## config.mk

```make
export PLATFORM = sky130hd
export DESIGN_NAME = drive_mode_arbiter
export DESIGN_NICKNAME = d
export VERILOG_FILES = /design/src/rtl/drive_pkg.sv /design/src/rtl/long_press_toggle.sv /design/src/rtl/drive_mode_arbiter.sv
export SDC_FILE = /design/constraint.sdc
export NUM_CORES = 1
export LEC_CHECK = 0
export ABC_AREA = 1
export ABC_CLOCK_PERIOD_IN_PS = 2400
export BUFFER_PORTS_ARGS = -buffer_cell sky130_fd_sc_hd__buf_2
export CAP_MARGIN = 20
export CORE_ASPECT_RATIO = 0.6
export CORE_MARGIN = 1.5
export CORE_UTILIZATION = 57
export CTS_CLUSTER_DIAMETER = 150
export DETAILED_ROUTE_END_ITERATION = 12
export PLACE_DENSITY = 0.8
export SYNTH_ARGS = -nofsm -noshare
export SYNTH_HDL_FRONTEND = slang
export SYNTH_SLANG_ARGS = --single-unit
```

## constraint.sdc

```tcl
create_clock -name clk -period 2.4 [get_ports clk]
set_input_delay 0.48 -clock clk [delete_from_list [all_inputs] [get_ports clk]]
set_output_delay 0.48 -clock clk [all_outputs]
set_load 0.005 [all_outputs]
```

## src/rtl/drive_pkg.sv

```systemverilog
`default_nettype none
// ============================================================================
// Module      : drive_pkg
// Description : Shared definitions for the drive mode arbiter: mode encoding,
//               arbiter state enum, motion-vector bit order and a helper that
//               removes contradictory motion commands.
// Revision    : 1.0 - initial release
// ============================================================================
package drive_pkg;

  // Mode encoding used by mode_sel, target and active_mode.
  localparam logic [1:0] MODE_NONE   = 2'b00;
  localparam logic [1:0] MODE_MANUAL = 2'b01;
  localparam logic [1:0] MODE_SEMI   = 2'b10;
  localparam logic [1:0] MODE_AUTO   = 2'b11;

  // Motion vector bit order: {backward, forward, left, right}.
  localparam int MV_BACKWARD = 3;
  localparam int MV_FORWARD  = 2;
  localparam int MV_LEFT     = 1;
  localparam int MV_RIGHT    = 0;

  typedef enum logic [1:0] {
    ST_OFF    = 2'd0,
    ST_IDLE   = 2'd1,
    ST_ACTIVE = 2'd2,
    ST_DRAIN  = 2'd3
  } state_t;

  // Opposing commands cancel: both axes are cleared independently.
  function automatic logic [3:0] sanitize_move(input logic [3:0] move);
    logic [3:0] w_clean;
    w_clean = move;
    if (move[MV_BACKWARD] && move[MV_FORWARD]) begin
      w_clean[MV_BACKWARD] = 1'b0;
      w_clean[MV_FORWARD]  = 1'b0;
    end
    if (move[MV_LEFT] && move[MV_RIGHT]) begin
      w_clean[MV_LEFT]  = 1'b0;
      w_clean[MV_RIGHT] = 1'b0;
    end
    return w_clean;
  endfunction

endpackage
`default_nettype wire

```

## src/rtl/long_press_toggle.sv

```systemverilog
`default_nettype none
// ============================================================================
// Module      : long_press_toggle
// Description : Counts consecutive cycles of a held button and emits a single
//               one-cycle toggle pulse when the hold reaches HOLD cycles. The
//               counter saturates, so a button that stays pressed never fires
//               again until it is released and pressed anew.
// Ports       : clk      - system clock
//               reset    - asynchronous active-high reset
//               i_button - button level
//               o_toggle - one-cycle pulse, valid in the cycle whose closing
//                          edge brings the count to HOLD
// Revision    : 1.0 - initial release
// ============================================================================
module long_press_toggle #(
  parameter int HOLD = 100
) (
  input  logic clk,
  input  logic reset,
  input  logic i_button,
  output logic o_toggle
);

  localparam int                 c_CNT_W = $clog2(HOLD + 1);
  localparam logic [c_CNT_W-1:0] c_HOLD  = c_CNT_W'(HOLD);
  localparam logic [c_CNT_W-1:0] c_LAST  = c_CNT_W'(HOLD - 1);

  logic [c_CNT_W-1:0] r_cnt;

  always_ff @(posedge clk or posedge reset) begin
    if (reset) begin
      r_cnt <= '0;
    end else if (!i_button) begin
      r_cnt <= '0;
    end else if (r_cnt != c_HOLD) begin
      r_cnt <= r_cnt + 1'b1;
    end
  end

  // Pulse on the edge that moves the count to HOLD; once saturated at HOLD
  // the comparison can no longer match, which is the release-rearm.
  assign o_toggle = i_button && (r_cnt == c_LAST);

endmodule
`default_nettype wire

```

## src/rtl/drive_mode_arbiter.sv

```systemverilog
`default_nettype none
// ============================================================================
// Module      : drive_mode_arbiter
// Description : Owns the car's motion outputs. Sequences power from a long
//               button press and enables exactly one of the manual, semi-auto
//               and auto controllers, inserting an all-stop drain interval on
//               every mode change.
// Ports       : clk, reset                 - clock, async active-high reset
//               power_button               - long press toggles power
//               mode_req / mode_sel        - request strobe and requested mode
//               manual/semi/auto_move      - {backward, forward, left, right}
//               move_*/turn_* signals      - arbitrated, sanitised motion
//               power_on                   - high in every state except OFF
//               *_mode_on                  - one-hot-or-zero source enables
//               active_mode                - mode driving the outputs
//               switching                  - high while draining
// Revision    : 1.0 - initial release
// ============================================================================
module drive_mode_arbiter
  import drive_pkg::*;
#(
  parameter int POWER_HOLD   = 100,
  parameter int DRAIN_CYCLES = 100
) (
  input  logic       clk,
  input  logic       reset,
  input  logic       power_button,
  input  logic       mode_req,
  input  logic [1:0] mode_sel,
  input  logic [3:0] manual_move,
  input  logic [3:0] semi_move,
  input  logic [3:0] auto_move,
  output logic       move_backward_signal,
  output logic       move_forward_signal,
  output logic       turn_left_signal,
  output logic       turn_right_signal,
  output logic       power_on,
  output logic       manual_mode_on,
  output logic       semi_auto_mode_on,
  output logic       auto_mode_on,
  output logic [1:0] active_mode,
  output logic       switching
);

  localparam int                   c_DRAIN_W    = $clog2(DRAIN_CYCLES + 1);
  localparam logic [c_DRAIN_W-1:0] c_DRAIN_LAST = c_DRAIN_W'(DRAIN_CYCLES - 1);
  localparam logic [c_DRAIN_W-1:0] c_DRAIN_MAX  = c_DRAIN_W'(DRAIN_CYCLES);

  state_t               r_state;
  state_t               w_state_nxt;
  logic [1:0]           r_target;
  logic [1:0]           w_target_nxt;
  logic [c_DRAIN_W-1:0] r_drain_cnt;
  logic [c_DRAIN_W-1:0] w_drain_cnt_nxt;
  logic                 w_toggle;
  logic                 w_active_nxt;
  logic [3:0]           w_src;

  logic                 r_power_on;
  logic                 r_switching;
  logic [1:0]           r_active_mode;
  logic                 r_manual_on;
  logic                 r_semi_on;
  logic                 r_auto_on;
  logic [3:0]           r_move;

  long_press_toggle #(
    .HOLD (POWER_HOLD)
  ) u_power_toggle (
    .clk      (clk),
    .reset    (reset),
    .i_button (power_button),
    .o_toggle (w_toggle)
  );

  // --------------------------------------------------------------------------
  // State register
  // --------------------------------------------------------------------------
  always_ff @(posedge clk or posedge reset) begin
    if (reset) begin
      r_state     <= ST_OFF;
      r_target    <= MODE_NONE;
      r_drain_cnt <= '0;
    end else begin
      r_state     <= w_state_nxt;
      r_target    <= w_target_nxt;
      r_drain_cnt <= w_drain_cnt_nxt;
    end
  end

  // --------------------------------------------------------------------------
  // Next-state logic. In ACTIVE, target holds the mode currently driving.
  // A power toggle wins over everything and swallows a same-cycle request.
  // --------------------------------------------------------------------------
  always_comb begin
    w_state_nxt     = r_state;
    w_target_nxt    = r_target;
    w_drain_cnt_nxt = r_drain_cnt;

    if (w_toggle) begin
      if (r_state == ST_OFF) begin
        w_state_nxt = ST_IDLE;
      end else begin
        w_state_nxt     = ST_OFF;
        w_target_nxt    = MODE_NONE;
        w_drain_cnt_nxt = '0;
      end
    end else begin
      case (r_state)
        ST_OFF: begin
          w_state_nxt = ST_OFF;
        end
        ST_IDLE: begin
          if (mode_req && (mode_sel != MODE_NONE)) begin
            w_state_nxt     = ST_DRAIN;
            w_target_nxt    = mode_sel;
            w_drain_cnt_nxt = '0;
          end
        end
        ST_ACTIVE: begin
          if (mode_req && (mode_sel != r_target)) begin
            w_state_nxt     = ST_DRAIN;
            w_target_nxt    = mode_sel;
            w_drain_cnt_nxt = '0;
          end
        end
        ST_DRAIN: begin
          if (mode_req) begin
            // Retarget restarts the full drain interval.
            w_target_nxt    = mode_sel;
            w_drain_cnt_nxt = '0;
          end else if (r_drain_cnt == c_DRAIN_LAST) begin
            w_drain_cnt_nxt = '0;
            if (r_target == MODE_NONE) begin
              w_state_nxt = ST_IDLE;
            end else begin
              w_state_nxt = ST_ACTIVE;
            end
          end else if (r_drain_cnt != c_DRAIN_MAX) begin
            w_drain_cnt_nxt = r_drain_cnt + 1'b1;
          end
        end
        default: begin
          w_state_nxt = ST_OFF;
        end
      endcase
    end
  end

  // --------------------------------------------------------------------------
  // Output datapath. Outputs are decoded from the next state so that enables
  // and motion switch on the same edge as the state, and motion is cleared
  // the moment a drain or power-off begins.
  // --------------------------------------------------------------------------
  assign w_active_nxt = (w_state_nxt == ST_ACTIVE);

  always_comb begin
    w_src = '0;
    case (w_target_nxt)
      MODE_MANUAL: w_src = manual_move;
      MODE_SEMI:   w_src = semi_move;
      MODE_AUTO:   w_src = auto_move;
      default:     w_src = '0;
    endcase
  end

  always_ff @(posedge clk or posedge reset) begin
    if (reset) begin
      r_power_on    <= 1'b0;
      r_switching   <= 1'b0;
      r_active_mode <= MODE_NONE;
      r_manual_on   <= 1'b0;
      r_semi_on     <= 1'b0;
      r_auto_on     <= 1'b0;
      r_move        <= '0;
    end else begin
      r_power_on    <= (w_state_nxt != ST_OFF);
      r_switching   <= (w_state_nxt == ST_DRAIN);
      r_active_mode <= w_active_nxt ? w_target_nxt : MODE_NONE;
      r_manual_on   <= w_active_nxt && (w_target_nxt == MODE_MANUAL);
      r_semi_on     <= w_active_nxt && (w_target_nxt == MODE_SEMI);
      r_auto_on     <= w_active_nxt && (w_target_nxt == MODE_AUTO);
      r_move        <= w_active_nxt ? sanitize_move(w_src) : 4'b0000;
    end
  end

  assign power_on             = r_power_on;
  assign switching            = r_switching;
  assign active_mode          = r_active_mode;
  assign manual_mode_on       = r_manual_on;
  assign semi_auto_mode_on    = r_semi_on;
  assign auto_mode_on         = r_auto_on;
  assign move_backward_signal = r_move[MV_BACKWARD];
  assign move_forward_signal  = r_move[MV_FORWARD];
  assign turn_left_signal     = r_move[MV_LEFT];
  assign turn_right_signal    = r_move[MV_RIGHT];

endmodule
`default_nettype wire
```

==> summary.md <==
* horizontal die dimension: 77.9 um
* Gate power share: 41.8%
* Cell Area, Synth: 1920 um^2
* count of different cell masters after synthesis: 27
* top routing layer in use: met4
* initial core utilization: 59.2%
* post-synthesis register bit count: 29
* cell area after layout: 2190 um^2
* Final period util: 90.1%
* post-synthesis net count: 279
* global placement routability congestion: 0.886
* Post-Synthesis Cells: 251
* power consumption: 1.80 mW
* average wire per standard cell: 12.7 um
* sequential share of power: 33.3%
* cell types with the largest area share after synthesis: dfrtp_1 (38%), nand2_1 (12%), ha_1 (6.5%), inv_1 (6.3%), nor2_1 (5.5%)
* global-route wire length before repair: 6380 um
* Worst-Margin Slew: 390 ps
* Final TNS setup: 0 ps
* power density over cell area: 823 nW/um^2
* number of clock buffers inserted by TritonCTS: 5
* Setup Viol. Count Final: 0
* Max VDD drop: 656 uV
* Tot GR Track Use: 23.3%
* category of the most critical setup path: reg -> reg
* antenna violations before repair: 0
* result of the run: completed
* kind of path behind the tightest hold check: in -> async
* Post-DRT Antenna Nets: 0
* Syn-to-layout area delta: 14.2%
* number of standard cells in the layout, taps in and fillers out: 328
* net load switching power: 0.751 mW
* met2 wire length: 1640 um
* internal power component: 1.05 mW
* Vert. Die Dim: 48.0 um
* number of placed I/O pins: 29
* number of vias after detailed routing: 1688
* Max clock buf depth: 2
* maximum fanout along the worst path: 13
* post-layout minimum cycle time: 2160 ps
* endpoint kind of the worst setup timing path: flop
* clock root buffer: clkbuf_8
* final max-slew violation count: 0
* post_cts resized: 0
* number of standard-cell rows in the floorplan: 16
* HPWL Detailed: 3140 um
* Setup crit start kind: flop
* Rel. slew slack: 73.9%
* cell taking the most area after synthesis: dfrtp_1
* total met3 wirelength after detailed routing: 309 um
* Final nets: 310
* placement-stage cell area: 2090 um^2
* Port Buffers: 28
* number of buffers inserted for hold repair after clock tree synthesis: 0
* H-tree levels: 2
* layout cells sized above 1: 23.3%
* Yosys warnings: 0
* clock tree from TritonCTS: built
* final count of hold timing violations: 0
* worst path arrival time: 2380 ps
* final routed DRC violation total: 0
* overall routed net length: 4180 um
* sequential element share of the synthesized area: 37.8%
* Post-Place Cells: 320
* metal1 wirelength: 2190 um
* initial detailed-routing violation count: 146
* startpoint of the worst-slack reg-to-reg timing path: r_state[0]$_DFF_PP0_
* iteration count of the initial detailed-routing pass: 4
* via count of the first global-routing pass: 1341
* via-per-instance ratio: 5.15
* worst-skew pair later-pin latency: 280 ps
* max_cap viols: 0
* Switching Fraction: 41.6%
* clock-pin slew on the worst setup and hold paths: 60 ps
* data required time of the critical path: 2620 ps
* Clock power frac: 25.0%
* # diodes: 0
* floorplan die area: 3740 um^2
* clock skew after layout: 9.02 ps
* worst setup path startpoint: r_state[0]$_DFF_PP0_
* mean area per synthesized cell: 7.65 um^2
* buffers inserted by post-CTS timing repair: 0
* pin count of the biggest net entering global routing: 30
* Highest Clock Rate: 462 MHz
* number of clock sinks: 29
* Core Box Area: 3240 um^2
* residual overflow from global routing: 0
* static power due to leakage: 1.13 nW
* share of the synthesized area in the top cell type: 37.8%
-- per-stage QoR --
stage	util, %	worst slack, ps	hold slack (ps)
finish	67.6	238	257
global route	67.6	-4.35	281
CTS	67.4	194	262
detailed placement	64.3	217	523
global placement	64.3	330	512
floorplan	-	634	474
-- flip-flops by register name, summed over array words and instances (netlist names), 2 cells and up --
register	count
r_move	4
u_power_toggle.r_cnt	7
r_state	2
active_mode	2
r_drain_cnt	7
r_target	2
-- logic make-up after synthesis --
kind of cell / Yosys count / synth area share [%]
compound gates: 22 / 7.04
flops: 29 / 37.8
fa+ha+maj: 10 / 6.52
buf+inv: 40 / 8.80
simple gates: 144 / 37.1
xor+xnor: 6 / 2.74
-- worst max-delay path, cell delays in order, from the launching register on --
cell	delay (ps)
dfrtp_1	410
inv_1	190
ha_1	270
nor2_1	70
a21oi_1	220
nand4_1	180
nand2_4	220
inv_1	140
nand2_1	110
nand2_1	60
nor2_1	90
nand2_1	70
nor2_2	70
-- power groups by stage --
| stage | registers, mW | logic, mW | clock network, mW |
|---|---|---|---|
| finish | 0.600 | 0.754 | 0.451 |
| CTS | 0.599 | 0.743 | 0.457 |
| global route | 0.609 | 0.842 | 0.485 |
| floorplan | 0.602 | 0.587 | 0 |
| global placement | 0.607 | 0.716 | 0 |
| detailed placement | 0.607 | 0.737 | 0 |
-- synth_stat cells --
cell type,instances
a21oi_1,6
o21ai_2,1
nand3_1,15
nor2_4,3
buf_2,3
xor2_1,5
nand3_2,7
inv_1,32
o21ai_0,11
nand2_1,63
inv_2,3
nor4_1,1
dfrtp_1,29
nor3_1,2
a21oi_4,1
xnor2_1,1
o2111ai_1,2
nand4_2,1
nand3b_1,2
o21bai_1,1
buf_6,2
nand2_4,2
nor2_2,5
nor2_1,28
nand2_2,6
nand4_1,9
ha_1,10
-- final cells by class --
type | instances | area (um^2)
clock buffers | 7 | 96.3
clock inverters | 1 | 5.00
fillers | 262 | 1050
inverters | 35 | 131
multi-input cells | 182 | 1030
flip-flops and latches | 29 | 726
well taps | 45 | 56.3
repair buffers | 29 | 148
-- routing by layer --
| metal | GRT usage (%) | vias to the layer above |
|---|---|---|
| met3 | 7.05 | 7 |
| met5 | 0 | - |
| met2 | 30.8 | 59 |
| met1 | 35.2 | 763 |
| met4 | 8.57 | 0 |
| li1 | - | 859 |
-- path summary, 6_finish.rpt --
path | to | slack (ps) | cells past startpoint
setup / recovery | r_move[1]$_DFF_PP0_ | 240 | 12
hold / removal | semi_auto_mode_on$_DFF_PP0_ | 260 | 3
setup reg to reg | r_move[1]$_DFF_PP0_ | 240 | 12
hold reg to reg | u_power_toggle.r_cnt[5]$_DFFE_PP0P_ | 530 | 1
max in group asynchronous | u_power_toggle.r_cnt[1]$_DFFE_PP0P_ | 1850 | 3
min in group clk | u_power_toggle.r_cnt[3]$_DFFE_PP0P_ | 480 | 3
-- layout by cell type, fill, tap and decap left out --
master | netlist | routed
nand2_4 | 2 | 3
nand3_1 | 15 | 15
nor2_1 | 28 | 28
clkinv_2 | 0 | 1
a21oi_1 | 6 | 6
o2111ai_1 | 2 | 2
ha_1 | 10 | 10
o21ai_2 | 1 | 1
nand3b_1 | 2 | 2
xnor2_1 | 1 | 1
nand2_2 | 6 | 5
nor3_1 | 2 | 2
buf_2 | 3 | 28
nand4_2 | 1 | 1
o21ai_0 | 11 | 11
inv_2 | 3 | 3
nor2_4 | 3 | 3
nor2_2 | 5 | 5
clkbuf_8 | 0 | 7
nor4_1 | 1 | 1
nand3_2 | 7 | 7
nand4_1 | 9 | 9
buf_4 | 0 | 1
o21bai_1 | 1 | 1
dfrtp_1 | 29 | 29
a21oi_4 | 1 | 1
nand2_1 | 63 | 63
xor2_1 | 5 | 5
inv_1 | 32 | 32
(Power assumes the default switching activity.)
